### src/rtl/asic_spike_classifier_pkg.sv
// Shared types and constants for the ASIC output-neuron spike classifier.
// Holds the FSM encoding, default counter width and the XADC code field position.
package asic_spike_classifier_pkg;

  typedef enum logic [1:0] {
    ST_IDLE    = 2'd0,
    ST_ACQUIRE = 2'd1,
    ST_DECIDE  = 2'd2
  } state_e;

  localparam int CNT_W_DEF = 8;
  localparam int CODE_W    = 12;
  localparam int CODE_MSB  = 15;
  localparam int CODE_LSB  = 4;

  // The XADC DO register left-justifies its 12-bit conversion result.
  function automatic logic [CODE_W-1:0] xadc_code(input logic [15:0] do_word);
    return do_word[CODE_MSB:CODE_LSB];
  endfunction

endpackage

### src/rtl/asic_spike_classifier_spike_counter_ch.sv
// One neuron channel: hysteresis spike detector feeding a saturating counter.
// The flag survives counter clears so a pulse straddling windows counts once.
module spike_counter_ch
  import asic_spike_classifier_pkg::*;
#(
  parameter int CNT_W = CNT_W_DEF
) (
  input  logic              clk,
  input  logic              rst_n,
  input  logic              clr_cnt,
  input  logic              clr_flag,
  input  logic              sample_en,
  input  logic [CODE_W-1:0] code,
  input  logic [CODE_W-1:0] thresh_hi,
  input  logic [CODE_W-1:0] thresh_lo,
  output logic [CNT_W-1:0]  count
);

  logic             flag_q, flag_d;
  logic [CNT_W-1:0] cnt_q, cnt_d;

  always_comb begin
    flag_d = flag_q;
    cnt_d  = cnt_q;
    if (clr_flag) flag_d = 1'b0;
    if (clr_cnt)  cnt_d  = '0;
    if (sample_en) begin
      if (!flag_q && (code >= thresh_hi)) begin
        flag_d = 1'b1;
        if (cnt_q != '1) cnt_d = cnt_q + CNT_W'(1);
      end else if (flag_q && (code < thresh_lo)) begin
        flag_d = 1'b0;
      end
    end
  end

  always_ff @(posedge clk or negedge rst_n) begin
    if (!rst_n) begin
      flag_q <= 1'b0;
      cnt_q  <= '0;
    end else begin
      flag_q <= flag_d;
      cnt_q  <= cnt_d;
    end
  end

  assign count = cnt_q;

endmodule

### src/rtl/asic_spike_classifier.sv
// Windowed spike-count classifier: counts hysteresis-qualified spikes per XADC
// channel over window_len cycles and reports the channel with the most spikes.
module asic_spike_classifier
  import asic_spike_classifier_pkg::*;
#(
  parameter int NUM_CH  = 4,
  parameter int CH_BASE = 16,
  parameter int CNT_W   = CNT_W_DEF
) (
  input  logic              clk,
  input  logic              rst_n,
  input  logic              enable,
  input  logic              sample_valid,
  input  logic [4:0]        sample_channel,
  input  logic [15:0]       sample_data,
  input  logic [CODE_W-1:0] thresh_hi,
  input  logic [CODE_W-1:0] thresh_lo,
  input  logic [15:0]       window_len,
  output logic [1:0]        network_output,
  output logic              result_valid,
  output logic              no_spike
);

  state_e      state_q, state_d;
  logic [15:0] win_q, win_d;
  logic [15:0] win_last;
  logic [1:0]  out_q, out_d;
  logic        rv_q, rv_d;
  logic        ns_q, ns_d;

  logic [CODE_W-1:0]             code;
  logic [NUM_CH-1:0][CNT_W-1:0]  cnt_all;
  logic                          acq, clr_cnt, clr_flag;
  logic [1:0]                    best_idx;
  logic [CNT_W-1:0]              best_cnt;
  logic                          any_spike;

  assign code     = xadc_code(sample_data);
  assign acq      = (state_q == ST_ACQUIRE);
  assign clr_cnt  = (state_q == ST_IDLE) || (state_q == ST_DECIDE);
  assign clr_flag = (state_q == ST_IDLE);
  // A zero window length behaves as a one-cycle window.
  assign win_last = (window_len == 16'd0) ? 16'd0 : window_len - 16'd1;

  genvar gi;
  generate
    for (gi = 0; gi < NUM_CH; gi++) begin : gen_ch
      localparam logic [4:0] CH_ID = 5'(CH_BASE + gi);
      spike_counter_ch #(.CNT_W(CNT_W)) u_ch (
        .clk       (clk),
        .rst_n     (rst_n),
        .clr_cnt   (clr_cnt),
        .clr_flag  (clr_flag),
        .sample_en (acq && sample_valid && (sample_channel == CH_ID)),
        .code      (code),
        .thresh_hi (thresh_hi),
        .thresh_lo (thresh_lo),
        .count     (cnt_all[gi])
      );
    end
  endgenerate

  // Strict greater-than keeps the lowest index on ties.
  always_comb begin
    best_idx = 2'd0;
    best_cnt = cnt_all[0];
    for (int i = 1; i < NUM_CH; i++) begin
      if (cnt_all[i] > best_cnt) begin
        best_cnt = cnt_all[i];
        best_idx = 2'(i);
      end
    end
    any_spike = |cnt_all;
  end

  always_comb begin
    state_d = state_q;
    win_d   = win_q;
    out_d   = out_q;
    ns_d    = ns_q;
    rv_d    = 1'b0;
    case (state_q)
      ST_IDLE: begin
        win_d = 16'd0;
        if (enable) state_d = ST_ACQUIRE;
      end
      ST_ACQUIRE: begin
        if (!enable) begin
          state_d = ST_IDLE;
          win_d   = 16'd0;
        end else if (win_q == win_last) begin
          state_d = ST_DECIDE;
          win_d   = 16'd0;
        end else begin
          win_d = win_q + 16'd1;
        end
      end
      ST_DECIDE: begin
        rv_d  = 1'b1;
        ns_d  = !any_spike;
        win_d = 16'd0;
        if (any_spike) out_d = best_idx;
        state_d = enable ? ST_ACQUIRE : ST_IDLE;
      end
      default: begin
        state_d = ST_IDLE;
        win_d   = 16'd0;
      end
    endcase
  end

  always_ff @(posedge clk or negedge rst_n) begin
    if (!rst_n) begin
      state_q <= ST_IDLE;
      win_q   <= 16'd0;
      out_q   <= 2'd0;
      rv_q    <= 1'b0;
      ns_q    <= 1'b0;
    end else begin
      state_q <= state_d;
      win_q   <= win_d;
      out_q   <= out_d;
      rv_q    <= rv_d;
      ns_q    <= ns_d;
    end
  end

  assign network_output = out_q;
  assign result_valid   = rv_q;
  assign no_spike       = ns_q;

endmodule
### config.mk
export PLATFORM = sky130hd
export DESIGN_NAME = asic_spike_classifier
export DESIGN_NICKNAME = d
export VERILOG_FILES = /design/src/rtl/asic_spike_classifier_pkg.sv /design/src/rtl/asic_spike_classifier_spike_counter_ch.sv /design/src/rtl/asic_spike_classifier.sv
export SDC_FILE = /design/constraint.sdc
export NUM_CORES = 1
export LEC_CHECK = 0
export CORE_MARGIN = 1
export CORE_UTILIZATION = 45
export CTS_CLUSTER_DIAMETER = 80
export DETAILED_ROUTE_END_ITERATION = 10
export GPL_TIMING_DRIVEN = 1
export PLACE_DENSITY_LB_ADDON = 0.08
export SLEW_MARGIN = 20
export SYNTH_ARGS = -nofsm -noshare
export SYNTH_HDL_FRONTEND = slang
export SYNTH_SLANG_ARGS = --single-unit
### constraint.sdc
create_clock -name clk -period 10.6 [get_ports clk]
set_input_delay 1.06 -clock clk [delete_from_list [all_inputs] [get_ports clk]]
set_output_delay 1.06 -clock clk [all_outputs]
set_load 0.03 [all_outputs]
==> results of run 1 <==
## logic make-up after synthesis
| group | Yosys count | synth area share (%) |
|---|---|---|
| flops | 58 | 28.2 |
| buf+inv | 69 | 5.34 |
| xor+xnor | 27 | 4.59 |
| simple gates | 247 | 25.6 |
| fa+ha+maj | 57 | 13.8 |
| mux | 29 | 5.78 |
| compound gates | 125 | 16.7 |
## state kept, by name, summed over array words and instances, names as in the netlist
register            cells
gen_ch.u_ch.count      32
win_q                  16
gen_ch.u_ch.flag_q      4
network_output          2
state_q                 2
no_spike                1
result_valid            1
## per-stage QoR
stage,cell area (µm²),hold slack [ns],power [µW]
finish,6230,0.484,618
global route,6230,0.509,645
CTS,6230,0.489,626
detailed placement,5900,0.477,302
global placement,5900,0.471,301
floorplan,5150,0.498,263
## power groups by stage
stage          combinational [µW]  sequential (µW)  clock [µW]
2_1_floorplan                36.0              227           0
3_3_place_gp                 73.5              227           0
3_5_place_dp                 75.3              227           0
4_1_cts                      75.8              223         327
5_1_grt                      84.4              223         337
6_report                     75.1              223         320
## worst register-to-register path: cells and delay by family, from the launching register on
kind	cells	cell delay, ns
AO/OA/AOI/OAI	15	2.20
adder cells (fa/ha/maj)	3	0.90
multiplexers	2	0.75
AND/OR/NAND/NOR	4	0.44
flip-flops	1	0.42
buffers and inverters	2	0.29
## layer usage
layer | vias to the layer above | wire, µm | track usage (%)
met4 | 0 | 76 | 5.21
met5 | - | 0 | 0
li1 | 2360 | - | -
met3 | 6 | 575 | 5.86
met1 | 2225 | 6010 | 29.9
met2 | 104 | 6000 | 38.5
## Yosys cell counts (5+ instances only)
library cell	n
nand2_1	63
dfrtp_1	58
ha_1	57
inv_1	50
nand3_1	38
nor2_1	28
o21ai_0	28
a21oi_1	24
nor3_1	24
mux2i_1	23
a21o_1	22
nor4_1	17
clkbuf_1	16
xor2_1	16
nand4_1	12
o211ai_1	12
nand2b_1	11
xnor2_1	11
and3_1	8
nor2b_1	8
or3_1	8
or4_1	7
mux2_2	6
o221ai_1	6
o21a_1	5
o31ai_1	5
## worst min path at each step
stage | start | slack (ns) | to
2_1_floorplan | gen_ch[1].u_ch.count[0]$_DFF_PN0_ | 0.50 | gen_ch[1].u_ch.count[0]$_DFF_PN0_
3_3_place_gp | network_output[0]$_DFFE_PN0P_ | 0.47 | network_output[0]$_DFFE_PN0P_
3_5_place_dp | network_output[1]$_DFFE_PN0P_ | 0.48 | network_output[1]$_DFFE_PN0P_
4_1_cts | network_output[1]$_DFFE_PN0P_ | 0.49 | network_output[1]$_DFFE_PN0P_
5_1_grt | network_output[1]$_DFFE_PN0P_ | 0.51 | network_output[1]$_DFFE_PN0P_
6_report | network_output[1]$_DFFE_PN0P_ | 0.48 | network_output[1]$_DFFE_PN0P_
## layout make-up
cell class / instances / share of cell area, %
Timing Repair Buffer: 67 / 10.6
Inverter: 50 / 3.01
Sequential cell: 58 / 23.3
Clock buffer: 10 / 3.84
Tap cell: 140 / 2.81
Clock inverter: 6 / 1.45
Multi-Input combinational cell: 485 / 55.0
==> metrics.yaml, run 1 <==
status: "completed"
rsz0062_at_grt: "no"
ys_seq_elements: 58
grt_pass1_wl_mm: 21.7
power.leakage_uw: 0.00270
cp.required_ns: 10.79
worst_r2r_endpoint: "network_output[0]$_DFFE_PN0P_"
synth_cells: 612
drive_gt1_share_pct: 6.51
yosysSeqAreaShare_pct: 28.2
crit_family: "compound AO/OA/AOI/OAI gates"
final_cell_mix: "nand2_1, clkdlybuf4s50_1, dfrtp_1"
crit_top_cell: "o21ai_0"
power_switching_uw: 146
end_kind: "flip-flop"
regArea_mm2: 0.00145
whs_path_depth: 2
antenna_found_initial: 0
gp_routability_congestion: 0.810
finalCritPeriodShare_pct: 48.5
first_pass_iters: 5
cts.clk_slew.worst_paths_ns: 0.05
powerDensity_mw_per_mm2: 99.3
die-area_mm2: 0.0119
p_clk_share_pct: 51.7
worstSetupPathType: "flip-flop to flip-flop"
setup_slack_ns: 5.46
drv_cap: 0
seq_power_share_pct: 36.1
grt_max_degree: 59
port_buffers: 64
crit_end: "network_output[0]$_DFFE_PN0P_"
cp_data_arrival_time_ns: 5.33
syn-cell-area_mm2: 0.00515
synth_cell_type_count: 57
via_count: 4695
worstReg2RegStart: "gen_ch[0].u_ch.count[1]$_DFF_PN0_"
reg2regPathDepth: 26
grt.total_usage_pct: 23.1
drtIter0Drc: 288
start_util_pct: 46.9
cts_setup_buffers: 0
cts_max_path_buffers: 2
drv_slew: 0
p_int_uw: 473
fmax_ghz: 0.194
yosysWarnings: 0
pre_cts_ws_ns: 5.55
synth_top_area_share_pct: 28.2
area_delta_synth_final_pct: 20.8
multi_input_area_mm2: 0.00343
insertedDiodeCount: 0
crit_path_max_fanout: 11
placementRows: 38
wl_per_cell_um: 15.5
place_hpwl_mm: 9.63
place_inst: 800
final_cells: 816
ant_nets: 0
core_mm2: 0.0110
cts_resized: 0
setup.worst_path.start: "gen_ch[0].u_ch.count[1]$_DFF_PN0_"
post-route-min-period_ns: 5.14
routed_wl_mm: 12.7
synth-edff-count: 0
finalClockSkew_ns: 0.00736
synth_top_area_cell: "dfrtp_1"
slew_headroom_pct: 38.0
finalHoldViolations: 0
htreeDepth: 3
die_y_um: 109
nets: 793
cts_tree: "yes"
slowest_delay_ns: 0.46
slowest_stage: "o21a_1"
post-route-drc-count: 0
startpoint_type: "flip-flop"
rrSetupSlack_ns: 5.46
grt_pass1_vias: 4567
swShare_pct: 23.6
synth_flop_cell: "dfrtp_1"
fin_tns_setup_ns: 0
vdd_drop_max_mv: 0.116
ys_top_cells_by_area: "dfrtp_1, ha_1, nand2_1"
worst-path-buf-inv: 2
cts-root-buf: "clkbuf_16"
final_core_util_pct: 56.7
worst-path-stages: 26
ios: 69
clock_sinks: 58
synth_fp_nets: 734
syn_area_per_cell_um2: 8.42
synthArstFlopShare_pct: 100
pwr-share-comb_pct: 12.1
overflow: 0
die_w_um: 109
hold_class: "flip-flop to flip-flop"
ctsHoldBuffers: 0
vias_per_cell: 5.75
clk_latency_ns: 0.33
worst_pin_slew_ns: 0.922
numCtsBuffers: 9
finalSetupViolations: 0
nFillCells: 1001
Power figures use the tool's default switching activity.
==> run 2, diff against run 1 <==
==> constraint.sdc (replaced) <==
create_clock -name clk -period 4.7 [get_ports clk]
set_input_delay 0.47 -clock clk [delete_from_list [all_inputs] [get_ports clk]]
set_output_delay 0.47 -clock clk [all_outputs]
set_load 0.03 [all_outputs]
==> run 2 against run 1 <==
  * Sequential power grew 130%
  * Wire length rose by 1.6%
  * Combinational power increased by 130%
  * Critical path depth shrank 1
  * Largest cell class unchanged
  * Total power up 110%
  * First-iteration DRC count up 4.9%
==> metrics.yaml, run 2 (same netlist as run 1, synthesis figures left out) <==
antenna_found_initial: 0  # unchanged
drv_slew: 0  # unchanged
worstSetupPathType: "flip-flop to flip-flop"  # unchanged
placementRows: 38  # unchanged
rrSetupSlack_ns: 0.21  # was 5.46 ns
finalSetupViolations: 0  # unchanged
gp_routability_congestion: 0.868  # was 0.810
die_y_um: 109  # unchanged
via_count: 4741  # was 4695
reg2regPathDepth: 25  # was 26
fin_tns_setup_ns: 0  # unchanged
drive_gt1_share_pct: 11.0  # was 6.51%
vdd_drop_max_mv: 0.242  # was 0.116 mV
nets: 811  # was 793
pwr-share-comb_pct: 13.0  # was 12.1%
vias_per_cell: 5.68  # was 5.75
place_hpwl_mm: 9.79  # was 9.63 mm
swShare_pct: 24.6  # was 23.6%
finalHoldViolations: 0  # unchanged
ctsHoldBuffers: 0  # unchanged
slowest_delay_ns: 0.40  # was 0.46 ns
slowest_stage: "dfrtp_1"  # was o21a_1
rsz0062_at_grt: "no"  # unchanged
drv_cap: 0  # unchanged
start_util_pct: 46.9  # unchanged
cts_max_path_buffers: 2  # unchanged
status: "completed"  # unchanged
seq_power_share_pct: 38.0  # was 36.1%
first_pass_iters: 4  # was 5
die_w_um: 109  # unchanged
grt_max_degree: 59  # unchanged
routed_wl_mm: 12.9  # was 12.7 mm
cts-root-buf: "clkbuf_16"  # unchanged
insertedDiodeCount: 0  # unchanged
slew_headroom_pct: 36.1  # was 38.0%
fmax_ghz: 0.223  # was 0.194 GHz
worst-path-buf-inv: 2  # unchanged
worst_r2r_endpoint: "network_output[1]$_DFFE_PN0P_"  # was network_output[0]$_DFFE_PN0P_
final_cell_mix: "nand2_1, clkdlybuf4s50_1, dfrtp_1"  # unchanged
crit_path_max_fanout: 5  # was 11
p_int_uw: 1000  # was 473 µW
core_mm2: 0.0110  # unchanged
startpoint_type: "flip-flop"  # unchanged
clk_latency_ns: 0.33  # about the same
die-area_mm2: 0.0119  # unchanged
ios: 69  # unchanged
power_switching_uw: 327  # was 146 µW
crit_family: "compound AO/OA/AOI/OAI gates"  # unchanged
post-route-drc-count: 0  # unchanged
hold_class: "primary input to asynchronous set/reset pin"  # was flip-flop to flip-flop
grt_pass1_vias: 4556  # was 4567
nFillCells: 970  # was 1001
p_clk_share_pct: 49.1  # was 51.7%
cp_data_arrival_time_ns: 4.67  # was 5.33 ns
post-route-min-period_ns: 4.49  # was 5.14 ns
ant_nets: 0  # unchanged
worst_pin_slew_ns: 0.950  # was 0.922 ns
finalCritPeriodShare_pct: 95.5  # was 48.5%
largest_reg_flops: 32  # unchanged
cts.clk_slew.worst_paths_ns: 0.06  # was 0.05 ns
grt_pass1_wl_mm: 21.5  # was 21.7 mm
clock_sinks: 58  # unchanged
cts_tree: "yes"  # unchanged
numCtsBuffers: 9  # unchanged
port_buffers: 64  # unchanged
grt.total_usage_pct: 23.0  # was 23.1%
power.leakage_uw: 0.00282  # was 0.00270 µW
overflow: 0  # unchanged
htreeDepth: 3  # unchanged
worst_hold_slack_ns: 0.280  # was 0.484 ns
end_kind: "flip-flop"  # unchanged
worstReg2RegStart: "gen_ch[1].u_ch.count[0]$_DFF_PN0_"  # was gen_ch[0].u_ch.count[1]$_DFF_PN0_
drtIter0Drc: 302  # was 288
area_delta_synth_final_pct: 25.8  # was 20.8%
crit_top_cell: "a21o_1"  # was o21ai_0
powerDensity_mw_per_mm2: 205  # was 99.3 mW/mm²
finalClockSkew_ns: 0.00621  # was 0.00736 ns
wl_per_cell_um: 15.4  # was 15.5 µm
cp.required_ns: 4.88  # was 10.79 ns
## run 2: worst max-delay path by stage
stage / start / end / slack [ns] / cells past startpoint
after floorplan: gen_ch[0].u_ch.count[1]$_DFF_PN0_ / network_output[0]$_DFFE_PN0P_ / 0.06 / 26
after global placement: gen_ch[0].u_ch.count[5]$_DFF_PN0_ / network_output[0]$_DFFE_PN0P_ / 0.15 / 24
after detailed placement: gen_ch[0].u_ch.count[5]$_DFF_PN0_ / network_output[0]$_DFFE_PN0P_ / 0.02 / 24
after CTS: gen_ch[0].u_ch.count[5]$_DFF_PN0_ / network_output[0]$_DFFE_PN0P_ / 0.005 / 24
after global routing: gen_ch[1].u_ch.count[0]$_DFF_PN0_ / network_output[0]$_DFFE_PN0P_ / 0.007 / 25
final: gen_ch[1].u_ch.count[0]$_DFF_PN0_ / network_output[1]$_DFFE_PN0P_ / 0.21 / 25
## run 2: area by class of cell
cell class | instances | area (µm²) | area share [%]
timing repair buffer | 85 | 827 | 12.8
tap | 140 | 175 | 2.70
inverter | 50 | 188 | 2.89
clock buffer | 10 | 229 | 3.53
sequential | 58 | 1450 | 22.4
clock inverter | 6 | 67.6 | 1.04
multi-input combinational | 485 | 3550 | 54.7
## run 2: power by group through the flow
stage	Sequential [µW]	Clock (µW)	Combinational (µW)
5_1_grt	504	687	194
4_1_cts	504	664	172
3_3_place_gp	512	0	166
3_5_place_dp	512	0	171
6_report	504	651	172
2_1_floorplan	512	0	81.2
## run 2: timing repair
item | in CTS | in global routing
buffers inserted | 0 | 2
gates resized for setup | 0 | 27
endpoints found under the setup margin | 0 | 2
## run 2: stage by stage
stage / power [µW] / std cells / setup WS (ns) / cell area, µm² / utilization, %
2_1_floorplan: 593 / 612 / 0.0637 / 5150 / -
3_3_place_gp: 679 / 815 / 0.146 / 6030 / 54.9
3_5_place_dp: 683 / 815 / 0.0184 / 6030 / 54.9
4_1_cts: 1340 / 831 / 0.00501 / 6320 / 57.6
5_1_grt: 1380 / 834 / 0.00681 / 6480 / 59.0
6_report: 1330 / 834 / 0.212 / 6480 / 59.0
## run 2: routing by layer
metal  share of wire (%)  global-route usage, %
met5                   0                      0
met3                 3.5                   4.24
met2                  48                   40.1
met1                  47                   29.4
met4                0.90                   5.12
